**config.mk**
```make
export PLATFORM = sky130hd
export DESIGN_NAME = vga_frame_capture
export DESIGN_NICKNAME = d
export VERILOG_FILES = /design/src/rtl/vga_frame_capture.sv
export SDC_FILE = /design/constraint.sdc
export NUM_CORES = 1
export LEC_CHECK = 0
export ABC_AREA = 1
export BUFFER_PORTS_ARGS = -buffer_cell sky130_fd_sc_hd__buf_2
export CELL_PAD_IN_SITES_DETAIL_PLACEMENT = 0
export CELL_PAD_IN_SITES_GLOBAL_PLACEMENT = 1
export CORE_ASPECT_RATIO = 0.8
export CORE_MARGIN = 2
export CORE_UTILIZATION = 35
export CTS_CLUSTER_SIZE = 40
export DETAILED_ROUTE_END_ITERATION = 10
export PLACE_DENSITY = 0.63
export SYNTH_ARGS = -nofsm -noshare
export SYNTH_HDL_FRONTEND = slang
export SYNTH_SLANG_ARGS = --single-unit
```
**constraint.sdc**
```tcl
create_clock -name vga_clk -period 5.9 [get_ports vga_clk]
set_input_delay 0 -clock vga_clk [delete_from_list [all_inputs] [get_ports vga_clk]]
set_output_delay 0 -clock vga_clk [all_outputs]
set_load 0.02 [all_outputs]
```
**src/rtl/vga_frame_capture.sv**
```systemverilog
// vga_frame_capture: monitors the VGA pin stream on vga_clk, recovers frame and
// line boundaries, measures active width/height, computes a per-frame CRC-32
// (poly 0x04C11DB7, MSB-first, init/final-XOR 0xFFFFFFFF) over {r,g,b} active
// pixels and flags dimension and sync errors.
// Optional build macro VGA_CAP_LINE_CRC_EN adds per-line CRC outputs
// (line_done, line_crc, line_num).
module vga_frame_capture #(
  parameter int EXP_WIDTH     = 640,
  parameter int EXP_HEIGHT    = 480,
  parameter int HS_ACTIVE_LOW = 1,
  parameter int VS_ACTIVE_LOW = 1,
  parameter int CNT_W         = 12
) (
  input  logic             vga_clk,
  input  logic             reset,
  input  logic             capture_en,
  input  logic             err_clear,
  input  logic             vga_hs,
  input  logic             vga_vs,
  input  logic             vga_blank_n,
  input  logic [7:0]       vga_r,
  input  logic [7:0]       vga_g,
  input  logic [7:0]       vga_b,
`ifdef VGA_CAP_LINE_CRC_EN
  output logic             line_done,
  output logic [31:0]      line_crc,
  output logic [CNT_W-1:0] line_num,
`endif
  output logic             frame_done,
  output logic [31:0]      frame_crc,
  output logic [CNT_W-1:0] active_width,
  output logic [CNT_W-1:0] active_height,
  output logic [15:0]      frame_count,
  output logic             dim_error,
  output logic             sync_error,
  output logic             locked
);

  localparam logic [31:0] CRC_POLY = 32'h04C1_1DB7;
  localparam logic [31:0] CRC_INIT = 32'hFFFF_FFFF;

  typedef enum logic {SEARCH, FRAME} state_t;

  state_t state, state_nxt;

  logic             hs_a_p1, vs_a_p1, blank_p1, vs_a_p2, blank_p2;
  logic [23:0]      rgb_p1;
  logic             vs_start, line_end, pixel, rearm, frame_end;
  logic [CNT_W-1:0] x, y, width_ref;
  logic             line_mismatch, overflow;
  logic [CNT_W:0]   x_inc, y_inc;
  logic [31:0]      crc_acc, crc_upd;
  logic             end_pend_p2, snap_dim_p2;
  logic [31:0]      snap_crc_p2;
  logic [CNT_W-1:0] snap_w_p2, snap_h_p2;

  // One 24-bit word through the CRC-32 shift register, bit 23 first.
  function automatic logic [31:0] crc24_step(input logic [31:0] crc, input logic [23:0] word);
    logic [31:0] c;
    c = crc;
    for (int i = 23; i >= 0; i--) begin
      if (c[31] ^ word[i]) c = {c[30:0], 1'b0} ^ CRC_POLY;
      else                 c = {c[30:0], 1'b0};
    end
    return c;
  endfunction

  // Saturating increment; MSB of the result flags that the counter was already full.
  function automatic logic [CNT_W:0] cnt_inc(input logic [CNT_W-1:0] c);
    if (&c) return {1'b1, c};
    else    return {1'b0, c + CNT_W'(1)};
  endfunction

  // Input stage 1 and 2: sync/blank control with polarity normalised to 1 = asserted.
  always_ff @(posedge vga_clk or posedge reset) begin
    if (reset) begin
      hs_a_p1  <= 1'b0;
      vs_a_p1  <= 1'b0;
      blank_p1 <= 1'b0;
      vs_a_p2  <= 1'b0;
      blank_p2 <= 1'b0;
    end else begin
      hs_a_p1  <= (HS_ACTIVE_LOW != 0) ? ~vga_hs : vga_hs;
      vs_a_p1  <= (VS_ACTIVE_LOW != 0) ? ~vga_vs : vga_vs;
      blank_p1 <= vga_blank_n;
      vs_a_p2  <= vs_a_p1;
      blank_p2 <= blank_p1;
    end
  end

  // Input stage 1 pixel data; carries no control meaning, so it is not reset.
  always_ff @(posedge vga_clk) begin
    rgb_p1 <= {vga_r, vga_g, vga_b};
  end

  assign vs_start = vs_a_p1 & ~vs_a_p2;
  assign line_end = ~blank_p1 & blank_p2;
  assign pixel    = blank_p1;
  assign locked   = (state == FRAME);

  // Lock state register.
  always_ff @(posedge vga_clk or posedge reset) begin
    if (reset) state <= SEARCH;
    else       state <= state_nxt;
  end

  // Next state plus frame boundary strobes; a frame only ends while locked and enabled.
  always_comb begin
    state_nxt = state;
    rearm     = 1'b0;
    frame_end = 1'b0;
    if (!capture_en) begin
      state_nxt = SEARCH;
    end else if (vs_start) begin
      state_nxt = FRAME;
      rearm     = 1'b1;
      frame_end = (state == FRAME);
    end
  end

  // Counter increments and the CRC including the current pixel (if any).
  always_comb begin
    x_inc   = cnt_inc(x);
    y_inc   = cnt_inc(y);
    crc_upd = pixel ? crc24_step(crc_acc, rgb_p1) : crc_acc;
  end

  // Per-frame measurement: held clear in SEARCH and re-armed at every vs_start.
  always_ff @(posedge vga_clk or posedge reset) begin
    if (reset) begin
      x             <= '0;
      y             <= '0;
      width_ref     <= '0;
      line_mismatch <= 1'b0;
      overflow      <= 1'b0;
      crc_acc       <= CRC_INIT;
    end else if (state == SEARCH || rearm) begin
      x             <= '0;
      y             <= '0;
      width_ref     <= '0;
      line_mismatch <= 1'b0;
      overflow      <= 1'b0;
      crc_acc       <= CRC_INIT;
    end else if (pixel) begin
      x        <= x_inc[CNT_W-1:0];
      overflow <= overflow | x_inc[CNT_W];
      crc_acc  <= crc_upd;
    end else if (line_end) begin
      y        <= y_inc[CNT_W-1:0];
      overflow <= overflow | y_inc[CNT_W];
      if (y == '0)            width_ref     <= x;
      else if (x != width_ref) line_mismatch <= 1'b1;
      x <= '0;
    end
  end

  // Stage p2 strobe: a finished frame is waiting to be published.
  always_ff @(posedge vga_clk or posedge reset) begin
    if (reset) end_pend_p2 <= 1'b0;
    else       end_pend_p2 <= frame_end;
  end

  // Stage p2 snapshot of the finished frame; a pixel coincident with vs_start belongs to it.
  always_ff @(posedge vga_clk) begin
    if (frame_end) begin
      snap_crc_p2 <= crc_upd ^ CRC_INIT;
      snap_w_p2   <= width_ref;
      snap_h_p2   <= y;
      snap_dim_p2 <= (width_ref != CNT_W'(EXP_WIDTH)) | (y != CNT_W'(EXP_HEIGHT)) |
                     line_mismatch | overflow | (pixel & x_inc[CNT_W]);
    end
  end

  // Published last-frame results; they hold while unlocked.
  always_ff @(posedge vga_clk or posedge reset) begin
    if (reset) begin
      frame_done    <= 1'b0;
      frame_crc     <= '0;
      active_width  <= '0;
      active_height <= '0;
      frame_count   <= '0;
      dim_error     <= 1'b0;
    end else begin
      frame_done <= end_pend_p2;
      if (end_pend_p2) begin
        frame_crc     <= snap_crc_p2;
        active_width  <= snap_w_p2;
        active_height <= snap_h_p2;
        frame_count   <= frame_count + 16'd1;
        dim_error     <= snap_dim_p2;
      end
    end
  end

  // Sticky sync error: active video during a sync pulse; a new set beats err_clear.
  always_ff @(posedge vga_clk or posedge reset) begin
    if (reset)                                  sync_error <= 1'b0;
    else if (blank_p1 & (hs_a_p1 | vs_a_p1))    sync_error <= 1'b1;
    else if (err_clear)                         sync_error <= 1'b0;
  end

`ifdef VGA_CAP_LINE_CRC_EN
  logic [31:0] line_acc;

  // Per-line CRC restarted every line; published the cycle after line_end.
  always_ff @(posedge vga_clk or posedge reset) begin
    if (reset) begin
      line_acc  <= CRC_INIT;
      line_done <= 1'b0;
      line_crc  <= '0;
      line_num  <= '0;
    end else begin
      line_done <= 1'b0;
      if (state == SEARCH || rearm) begin
        line_acc <= CRC_INIT;
      end else if (pixel) begin
        line_acc <= crc24_step(line_acc, rgb_p1);
      end else if (line_end) begin
        line_done <= 1'b1;
        line_crc  <= line_acc ^ CRC_INIT;
        line_num  <= y;
        line_acc  <= CRC_INIT;
      end
    end
  end
`endif

endmodule

```
Word-level counts from Yosys, hierarchy flattened
Index checks and enable logic that the tools add are counted.
{"block": "word_totals", "mem_bits_rw": 0, "register_bits": 233, "latchBits": 0, "n_memories": 0, "in_bits": 31, "rom_bits": 0}
{"block": "classes", "shift": 0, "magnitude_cmp": 0, "n_div": 0, "bitwise_logic": 65, "mux": 55, "add_sub_neg": 3, "n_eq_ne": 8, "n_mul": 0, "reduce_logical": 14}
{"cell": "2-to-1 mux 27 bit", "n": 24}
{"cell": "NOT 14 bit", "n": 24}
{"cell": "2-to-1 mux 12 bit", "n": 10}
{"cell": "2-to-1 mux 32 bit", "n": 3}
{"cell": "NOT 32 bit", "n": 1}
{"cell": "2-to-1 mux 13 bit", "n": 2}
{"cell": "adder 12 x 1 -> 12 bit, second input constant", "n": 2}
{"cell": "AND reduction 12 bit", "n": 2}
{"cell": "bitwise XOR 1 bit", "n": 24}
{"cell": "adder 16 x 1 -> 16 bit, second input constant", "n": 1}
{"cell": "2-to-1 mux 1 bit", "n": 16}
{"cell": "zero test 12 bit", "n": 1}
{"cell": "inequality test 12 x 10 -> 1 bit, second input constant", "n": 1}
{"cell": "inequality test 12 bit", "n": 1}
{"cell": "inequality test 12 x 9 -> 1 bit, second input constant", "n": 1}
{"cell": "nonzero test 2 bit", "n": 5}
{"cell": "OR 1 bit", "n": 7}
{"cell": "inequality test 2 x 1 -> 1 bit, second input constant", "n": 3}
{"cell": "AND reduction 3 bit", "n": 2}
{"cell": "NOT 1 bit", "n": 5}
{"cell": "AND 1 bit", "n": 4}
{"cell": "AND reduction 4 bit", "n": 1}
{"cell": "inequality test 3 x 2 -> 1 bit, second input constant", "n": 1}
{"cell": "nonzero test 3 bit", "n": 1}
{"cell": "other kinds (3)", "n": 3}

Longest topological paths before layout
Gate-level depths: netlist of the first run.
{"block": "logic_depth", "ltp_word": 51, "mapped_depth": 27, "ltp_nobuf": 26}

Worst setup path before layout of the first run
OpenSTA, ideal clock, no wires.
{"block": "synth_timing", "kind": "register to register", "start": "register state, in the netlist locked", "end": "register snap_crc_p2[0] (enable)", "synth_period_minus_slack_ns": 5.036, "arrival_time_ns": 4.492, "stages_incl_launch_ff": 3, "path_slack_ns": 0.864, "cell_sequence": "dfrtp_1 -> inv_1 -> nor3_1"}
{"block": "synth_between", "elab_chain_len": 2}
{"element": "start, declared", "line_no": "44", "source": "state_t state, state_nxt;"}
{"element": "start signal, assigned", "line_no": "104", "source": "else state <= state_nxt;"}
{"element": "2-to-1 mux 1 bit", "line_no": "114", "source": "end else if (vs_start) begin"}
{"element": "2-to-1 mux 1 bit", "line_no": "112", "source": "if (!capture_en) begin"}
{"element": "named net frame_end", "line_no": "48", "source": "logic vs_start, line_end, pixel, rearm, frame_end;"}
{"element": "end signal, assigned", "line_no": "166", "source": "snap_crc_p2 <= crc_upd ^ CRC_INIT;"}
{"element": "end, declared", "line_no": "54", "source": "logic [31:0] snap_crc_p2;"}
The timed path passes the listed nets, and every way through them passes these cells.
A chain may end at the register's enable or synchronous reset.

Final worst setup path of the first run
{"block": "layout_timing", "start": "register crc_acc[28]", "end": "register snap_crc_p2[24] (data pin)"}
{"block": "layout_between", "elab_chain_len": 33}
{"element": "start, declared", "line_no": "52", "source": "logic [31:0] crc_acc, crc_upd;"}
{"element": "start signal, assigned", "line_no": "147", "source": "crc_acc <= crc_upd;"}
{"element": "bitwise XOR 1 bit *", "line_no": "62", "source": "if (c[31] ^ word[i]) c = {c[30:0], 1'b0} ^ CRC_POLY;"}
{"element": "2-to-1 mux 27 bit *", "line_no": "62"}
{"element": "NOT 14 bit (no line)"}
{"element": "2-to-1 mux 27 bit (2 in series)", "line_no": "62"}
{"element": "NOT 14 bit (no line)"}
{"element": "2-to-1 mux 27 bit", "line_no": "62"}
{"element": "NOT 14 bit (no line)"}
{"element": "2-to-1 mux 27 bit (2 in series)", "line_no": "62"}
{"element": "[... 10 more ...]"}
{"element": "2-to-1 mux 27 bit *", "line_no": "62"}
{"element": "2-to-1 mux 27 bit (5 in series)", "line_no": "62"}
{"element": "NOT 14 bit (no line)"}
{"element": "2-to-1 mux 27 bit", "line_no": "62"}
{"element": "NOT 14 bit (no line)"}
{"element": "2-to-1 mux 27 bit * (2 in series)", "line_no": "62"}
{"element": "2-to-1 mux 32 bit *", "line_no": "125", "source": "crc_upd = pixel ? crc24_step(crc_acc, rgb_p1) : crc_acc;"}
{"element": "NOT 32 bit (no line) *"}
Mark *: on every way between the ends. The rest lies on a longest branch, timed or not.

==> results.tsv, run 1 <==
metric	value	unit
row cnt	61	
postcts setup bufs	0	
period utilization	61.1	%
DIE WIDTH	214	um
CTS root buf	clkbuf_16	
CP endpoint	snap_crc_p2[24]$_DFFE_PP_	
Req. time, crit path	6.19	ns
worst r2r path cells	18	
Core Util, Final	42.0	%
largest area contributor in the netlist	dfrtp_1	
mapped cell area	12300	um2
post-CTS sizing	0	
kind of critical path	reg -> reg	
synthesis-to-layout area growth	18.1	%
average size of a mapped cell	9.24	um2
slowest CP cell	dfstp_2	
worst hold path class	in -> reg	
PortBufs	106	
Die Y	172	um
Layout Nets	1517	
DRT iter0 DRCs	707	
CTS tree	done	
Top delay family on crit path	simple AND/OR/NAND/NOR gates	
ANT nets after route	0	
clk slew on worst S/H paths	0.07	ns
Area contributors post-synth	dfrtp_1 (24%), edfxtp_1 (14%), nand2_1 (11%)	
non-filler cells, final	1973	
Ant. Diodes	0	
sequential-to-total area share from yosys stat	48.9	%
grt ovf	0	
placer congestion estimate	0.877	
Tmin final	3.61	ns
Post-synth EDFFs	57	
drt first pass iters	7	
number of synthesized register bits	233	
reg-to-reg slack, setup	2.29	ns
crit-path max FO	11	
crit path launch	crc_acc[28]$_DFFE_PP1P_	
Placed Area	13400	um2
Worst Tran Pin Value	0.887	ns
Post-Layout Inst Area	14600	um2
Vias	9183	
most used cell, CP	nand2_1	
core area	34700	um2
status	complete, no violations	
leading register cell type out of synthesis	dfrtp_1	
number of max-cap violations	0	
clk buf depth	3	
worst reg2reg startpoint	crc_acc[28]$_DFFE_PP1P_	
die area	36800	um2
GRT Resource Usage Total	18.8	%
largest net degree at the start of global routing	86	
routed wl met2	13.9	mm
final max-slew violation count	0	
num ports	107	
CP arrival	3.89	ns
critical-path cell list	inv_2 -> nand2_1 -> nand2_1 -> nand2_1 -> nand3_1 -> nand2_1 -> nand2_2 -> nand2_1 -> nand2_2 -> nand2_4 -> nand2_2 -> nand3_1 -> nand2_2 -> xnor2_2 -> inv_1 -> nand2_1 -> nand3_1 -> o21a_1	
Highest Signal Layer	met4	
vias in the first global route	8921	
fraction of synthesized cell area taken by the top area cell type	24.3	%
Routed WL	34.0	mm
Worst-Skew Late Latency	0.54	ns
Hold Vio Cnt, Final	0	
H-Tree Level Count	1	
Inserted Clock Buffers	25	
layout cell share with drive strength beyond 1	23.9	%
placed instance count	1897	
Worst Skew	0.0257	ns
Syn Inst Count	1336	
antenna violations before repair	0	
unrepaired setup endpoints after global routing	false	
synth unique cells	49	
synth warn	0	
CP Capture Type	register	
Final Setup Violations	0	
Initial Util	35.6	%
DRC Markers	0	
post-synthesis async set-or-reset flop share	65.2	%
Slew HR	40.4	%
Clock Sinks	233	
Post-Syn Nets	1371	
f_max	0.277	GHz
Vias per Instance	4.65	
first-pass GRT wire length	53.2	mm
Worst setup SP type	register	
CP peak stage delay	0.56	ns
crit path buf inv count	2	
post-route setup TNS	0	ns
Crit path depth	18	
reg-to-reg endpoint	snap_crc_p2[24]$_DFFE_PP_	
DR WL met3	1.56	mm
DPL Wire Length	25.0	mm
wire per inst	17.3	um
wl on met1	18.0	mm
==> logic make-up after synthesis <==
| family | count (synthesis) | synth area share (%) |
|---|---|---|
| xor gates and xnor gates | 152 | 11.8 |
| adders and majority gates | 4 | 0.405 |
| DFF | 233 | 48.9 |
| muxes | 58 | 5.29 |
| buffers and inverters | 176 | 5.51 |
| AOI/OAI and AO/OA | 81 | 3.97 |
| and+or+nand+nor | 632 | 24.1 |
==> synthesized netlist by cell type, drive strengths merged, types with 13 or more instances <==
cell type / n
inv: 152
nand3: 112
edfxtp: 57
nor2: 32
clkbuf: 21
dfstp: 32
dfxtp: 24
mux2: 58
xor2: 111
nand2: 438
xnor2: 40
o21ai: 26
o22ai: 13
dfrtp: 120
nand4: 20
a21oi: 20
==> how the worst min path moves through the flow <==
stage | start | end | slack [ns] | cells past startpoint
final | vga_b[1] | rgb_p1[1]$_DFF_P_ | 0.09 | 2
after detailed placement | vga_g[6] | rgb_p1[14]$_DFF_P_ | 0.10 | 1
after global placement | vga_r[5] | rgb_p1[21]$_DFF_P_ | 0.10 | 1
after floorplan | vga_b[0] | rgb_p1[0]$_DFF_P_ | 0.03 | 0
after CTS | vga_b[3] | rgb_p1[3]$_DFF_P_ | 0.06 | 2
after global routing | vga_b[3] | rgb_p1[3]$_DFF_P_ | 0.07 | 2
==> sequential cells by signal (all words and copies together) (netlist names), 12 cells and up <==
name and cells:
crc_acc 32, y 12, snap_w_p2 12, active_height 12, snap_h_p2 12, frame_count 16
width_ref 12, x 12, rgb_p1 24, active_width 12, frame_crc 32, snap_crc_p2 32
==> final cells by class <==
| type | instances | area, um2 |
|---|---|---|
| clock buffers | 34 | 731 |
| clock inverters | 12 | 104 |
| fillers | 3444 | 20200 |
| inverters | 152 | 586 |
| multi-input cells | 927 | 5640 |
| flip-flops and latches | 233 | 6040 |
| well taps | 472 | 591 |
| repair buffers | 143 | 883 |
==> cells in the final DEF, fill, tap and decap left out, drive strengths merged, types with 4 or more instances in the layout <==
| master | netlist | final |
|---|---|---|
| a21oi | 20 | 20 |
| clkbuf | 21 | 34 |
| and2 | 4 | 4 |
| dfxtp | 24 | 24 |
| or2 | 7 | 7 |
| nand2 | 438 | 438 |
| inv | 152 | 155 |
| dfrtp | 120 | 120 |
| xor2 | 111 | 111 |
| o21ai | 26 | 26 |
| o22ai | 13 | 13 |
| dfstp | 32 | 32 |
| dlygate4sd3 | 0 | 30 |
| ha | 4 | 4 |
| clkinv | 0 | 7 |
| xnor2 | 40 | 40 |
| o21a | 4 | 4 |
| edfxtp | 57 | 57 |
| a21boi | 6 | 6 |
| mux2 | 58 | 58 |
| buf | 3 | 113 |
| nor2 | 32 | 32 |
| nand4 | 20 | 20 |
| nor3 | 10 | 10 |
| nor4 | 5 | 5 |
| nand3 | 112 | 112 |
==> metal layers <==
layer	global-route usage, %	vias up
met2	27.6	193
met4	3.95	0
met1	28.9	4356
met3	2.83	30
met5	0	-
li1	-	4604
==> metrics by stage <==
stage | hold WS, ns | setup slack [ns]
floorplan | 0.0277 | 0.864
global placement | 0.104 | 2.36
detailed placement | 0.105 | 2.33
global route | 0.0748 | 2.09
finish | 0.0908 | 2.29
CTS | 0.0608 | 2.31
==> repair_timing <==
action / in CTS / in global routing
hold buffers: 30 / 0
endpoints found under the setup margin: 0 / 0
hold endpoints to repair: 95 / 0
Power of run 1 is not shown: default switching activity piles up to over one toggle a cycle in this logic, so the estimate is an artifact.
==> run 2, diff against run 1 <==
Settings changed: ABC_AREA 1 to 0, PLACE_DENSITY 0.63 to 0.62.
Clock period 5.9 ns to 3.1 ns, I/O delays scaled along.
==> results.tsv, run 2 <==
metric	value	unit	change
f_max	0.326	GHz	+18%
synth unique cells	49		unchanged
Initial Util	35.5	%	-0.096 points
CP peak stage delay	0.58	ns	+0.02 ns
status	complete, no violations		
CTS tree	done		
Syn Inst Count	801		-40%
Worst Skew	0.0125	ns	-0.0132 ns
leading register cell type out of synthesis	dfrtp_1		
worst r2r path cells	7		-11
Final Setup Violations	0		unchanged
vias in the first global route	6720		-25%
setup ws final	0.0325	ns	-2.26 ns
synth warn	0		unchanged
average size of a mapped cell	13.8	um2	+50%
DPL Wire Length	18.8	mm	-25%
ANT nets after route	0		unchanged
placer congestion estimate	0.885		+0.89%
Worst setup SP type	register		
Crit path depth	7		-11
CP arrival	3.31	ns	-0.58 ns
Post-synth EDFFs	57		unchanged
Worst-Skew Late Latency	0.52	ns	-0.02 ns
Routed WL	26.4	mm	-22%
Core Util, Final	46.0	%	+4.0 points
core area	31300	um2	-9.9%
Vias	6670		-27%
post-synthesis async set-or-reset flop share	65.2	%	unchanged
crit-path max FO	3		-8
Area contributors post-synth	dfrtp_1 (27%), edfxtp_1 (15%), xnor2_1 (11%)		
leading post-synthesis cells by instance count	xnor2_1 (141), dfrtp_1 (120), mux2_2 (58)		
Worst Tran Pin Value	0.797	ns	-0.0900 ns
Tmin final	3.07	ns	-0.539 ns
reg-to-reg endpoint	snap_crc_p2[12]$_DFFE_PP_		
commonest non-fill, non-tap cell in the layout	xnor2_1		
number of max-cap violations	0		unchanged
slowest CP cell	dfstp_2		
worst hold path class	in -> reg		
row cnt	58		-4.9%
layout cell share with drive strength beyond 1	37.5	%	+14 points
fillcell total	2823		-18%
synthesis-to-layout area growth	29.7	%	
Vias per Instance	4.52		-3.0%
sequential-to-total area share from yosys stat	54.4	%	+5.5 points
DIE WIDTH	203	um	-5.1%
wire per inst	17.9	um	+3.8%
Req. time, crit path	3.35	ns	-2.84 ns
most frequent cells in the layout	xnor2_1 (126), dfrtp_1 (118), buf_2 (106)		
GRT Resource Usage Total	16.2	%	-2.5 points
Top delay family on crit path	XOR/XNOR gates		
antenna violations before repair	0		unchanged
mapped cell area	11100	um2	-10%
Inserted Clock Buffers	25		unchanged
crit path launch	crc_acc[28]$_DFFE_PP1P_		
Clock Sinks	233		unchanged
num ports	107		unchanged
largest area contributor in the netlist	dfrtp_1		
Post-Syn Nets	836		-39%
DRC Markers	0		unchanged
first-pass GRT wire length	41.2	mm	-23%
dpl ws	-0.120	ns	-2.45 ns
grt ovf	0		unchanged
post-route setup TNS	0	ns	unchanged
final max-slew violation count	0		unchanged
unrepaired setup endpoints after global routing	true		
reg-to-reg slack, setup	0.03	ns	-2.26 ns
fraction of synthesized cell area taken by the top area cell type	27.1	%	+2.8 points
CP endpoint	snap_crc_p2[12]$_DFFE_PP_		
die area	33100	um2	-10%
DRT iter0 DRCs	248		-65%
H-Tree Level Count	1		unchanged
Layout Nets	1074		-29%
kind of critical path	reg -> reg		
most used cell, CP	xnor3_1		
largest net degree at the start of global routing	67		-22%
CP Capture Type	register		
PortBufs	106		unchanged
Hold Vio Cnt, Final	0		unchanged
CTS root buf	clkbuf_16		
worst reg2reg startpoint	crc_acc[28]$_DFFE_PP1P_		
critical-path cell list	xnor2_4 -> xor3_2 -> xnor3_1 -> xnor3_1 -> xor3_2 -> xnor3_1 -> mux2i_2		
Die Y	163	um	-5.1%
clk buf depth	3		unchanged
Ant. Diodes	0		unchanged
number of synthesized register bits	233		unchanged
largest registers	crc_acc x32, frame_crc x32, snap_crc_p2 x32		
period utilization	99.0	%	+38 points
drt first pass iters	4		-3
crit path buf inv count	0		-2
clk slew on worst S/H paths	0.06	ns	about the same
Slew HR	46.7	%	+6.3 points
count leader, synth	xnor2_1		
-- run 2: cell types whose count changed after synthesis, moves of 24 or more --
cell / previous run / this run
xnor3_1: 1 / 29
nand2_2: 37 / 0
inv_1: 133 / 7
xor2_1: 103 / 57
mux2i_1: 0 / 36
nand2_4: 24 / 0
xnor2_1: 37 / 141
nand3_1: 104 / 18
nand2_1: 375 / 52
-- run 2: timing repair --
item	4_1_cts	5_1_grt
buffers inserted	2	8
pin swaps	3	22
setup endpoints to repair	20	37
endpoints found under the hold margin	58	0
gates cloned	0	0
resized for setup	11	42
hold buffers	30	0
-- run 2: stage by stage --
stage	hold WS (ns)	area, um2	cells
global placement	0.104	12800	1392
detailed placement	0.104	12800	1392
CTS	0.0887	14000	1469
global route	0.0944	14400	1477
finish	0.115	14400	1477
floorplan	0.0277	11100	801
-- run 2: final cells by class --
cell class              count  area [um2]  share of cell area, %
flip-flops and latches    233        6040                   42.0
multi-input cells         540        5320                   37.0
repair buffers            232        1620                   11.3
clock buffers              32         672                   4.67
well taps                 420         526                   3.66
clock inverters            13         169                   1.17
inverters                   7        30.0                  0.209
-- run 2: logic make-up after synthesis --
kind of cell	Yosys count	share of synthesized area (%)
flops	233	54.4
buf+inv	28	0.993
xor+xnor	254	26.5
fa+ha+maj	4	0.451
mux	97	9.51
compound gates	30	1.66
simple gates	155	6.44
-- run 2: worst min path at each step --
stage                     startpoint                  to  slack, ns  cells past startpoint
after detailed placement    vga_r[3]  rgb_p1[19]$_DFF_P_       0.10                      1
after global placement      vga_b[7]   rgb_p1[7]$_DFF_P_       0.10                      1
after global routing        vga_g[1]   rgb_p1[9]$_DFF_P_       0.09                      2
final                       vga_g[2]  rgb_p1[10]$_DFF_P_       0.12                      2
after CTS                   vga_g[1]   rgb_p1[9]$_DFF_P_       0.09                      2
after floorplan             vga_b[0]   rgb_p1[0]$_DFF_P_       0.03                      0
-- run 2: routing by layer --
| layer | up-vias | global-route usage (%) | routed length, um |
|---|---|---|---|
| met4 | 0 | 3.28 | 447 |
| met1 | 3304 | 26.0 | 14200 |
| met5 | - | 0 | 0 |
| met2 | 128 | 22.5 | 10600 |
| met3 | 34 | 3.05 | 1260 |
| li1 | 3204 | - | - |
Power of run 2 is left out for the same reason.
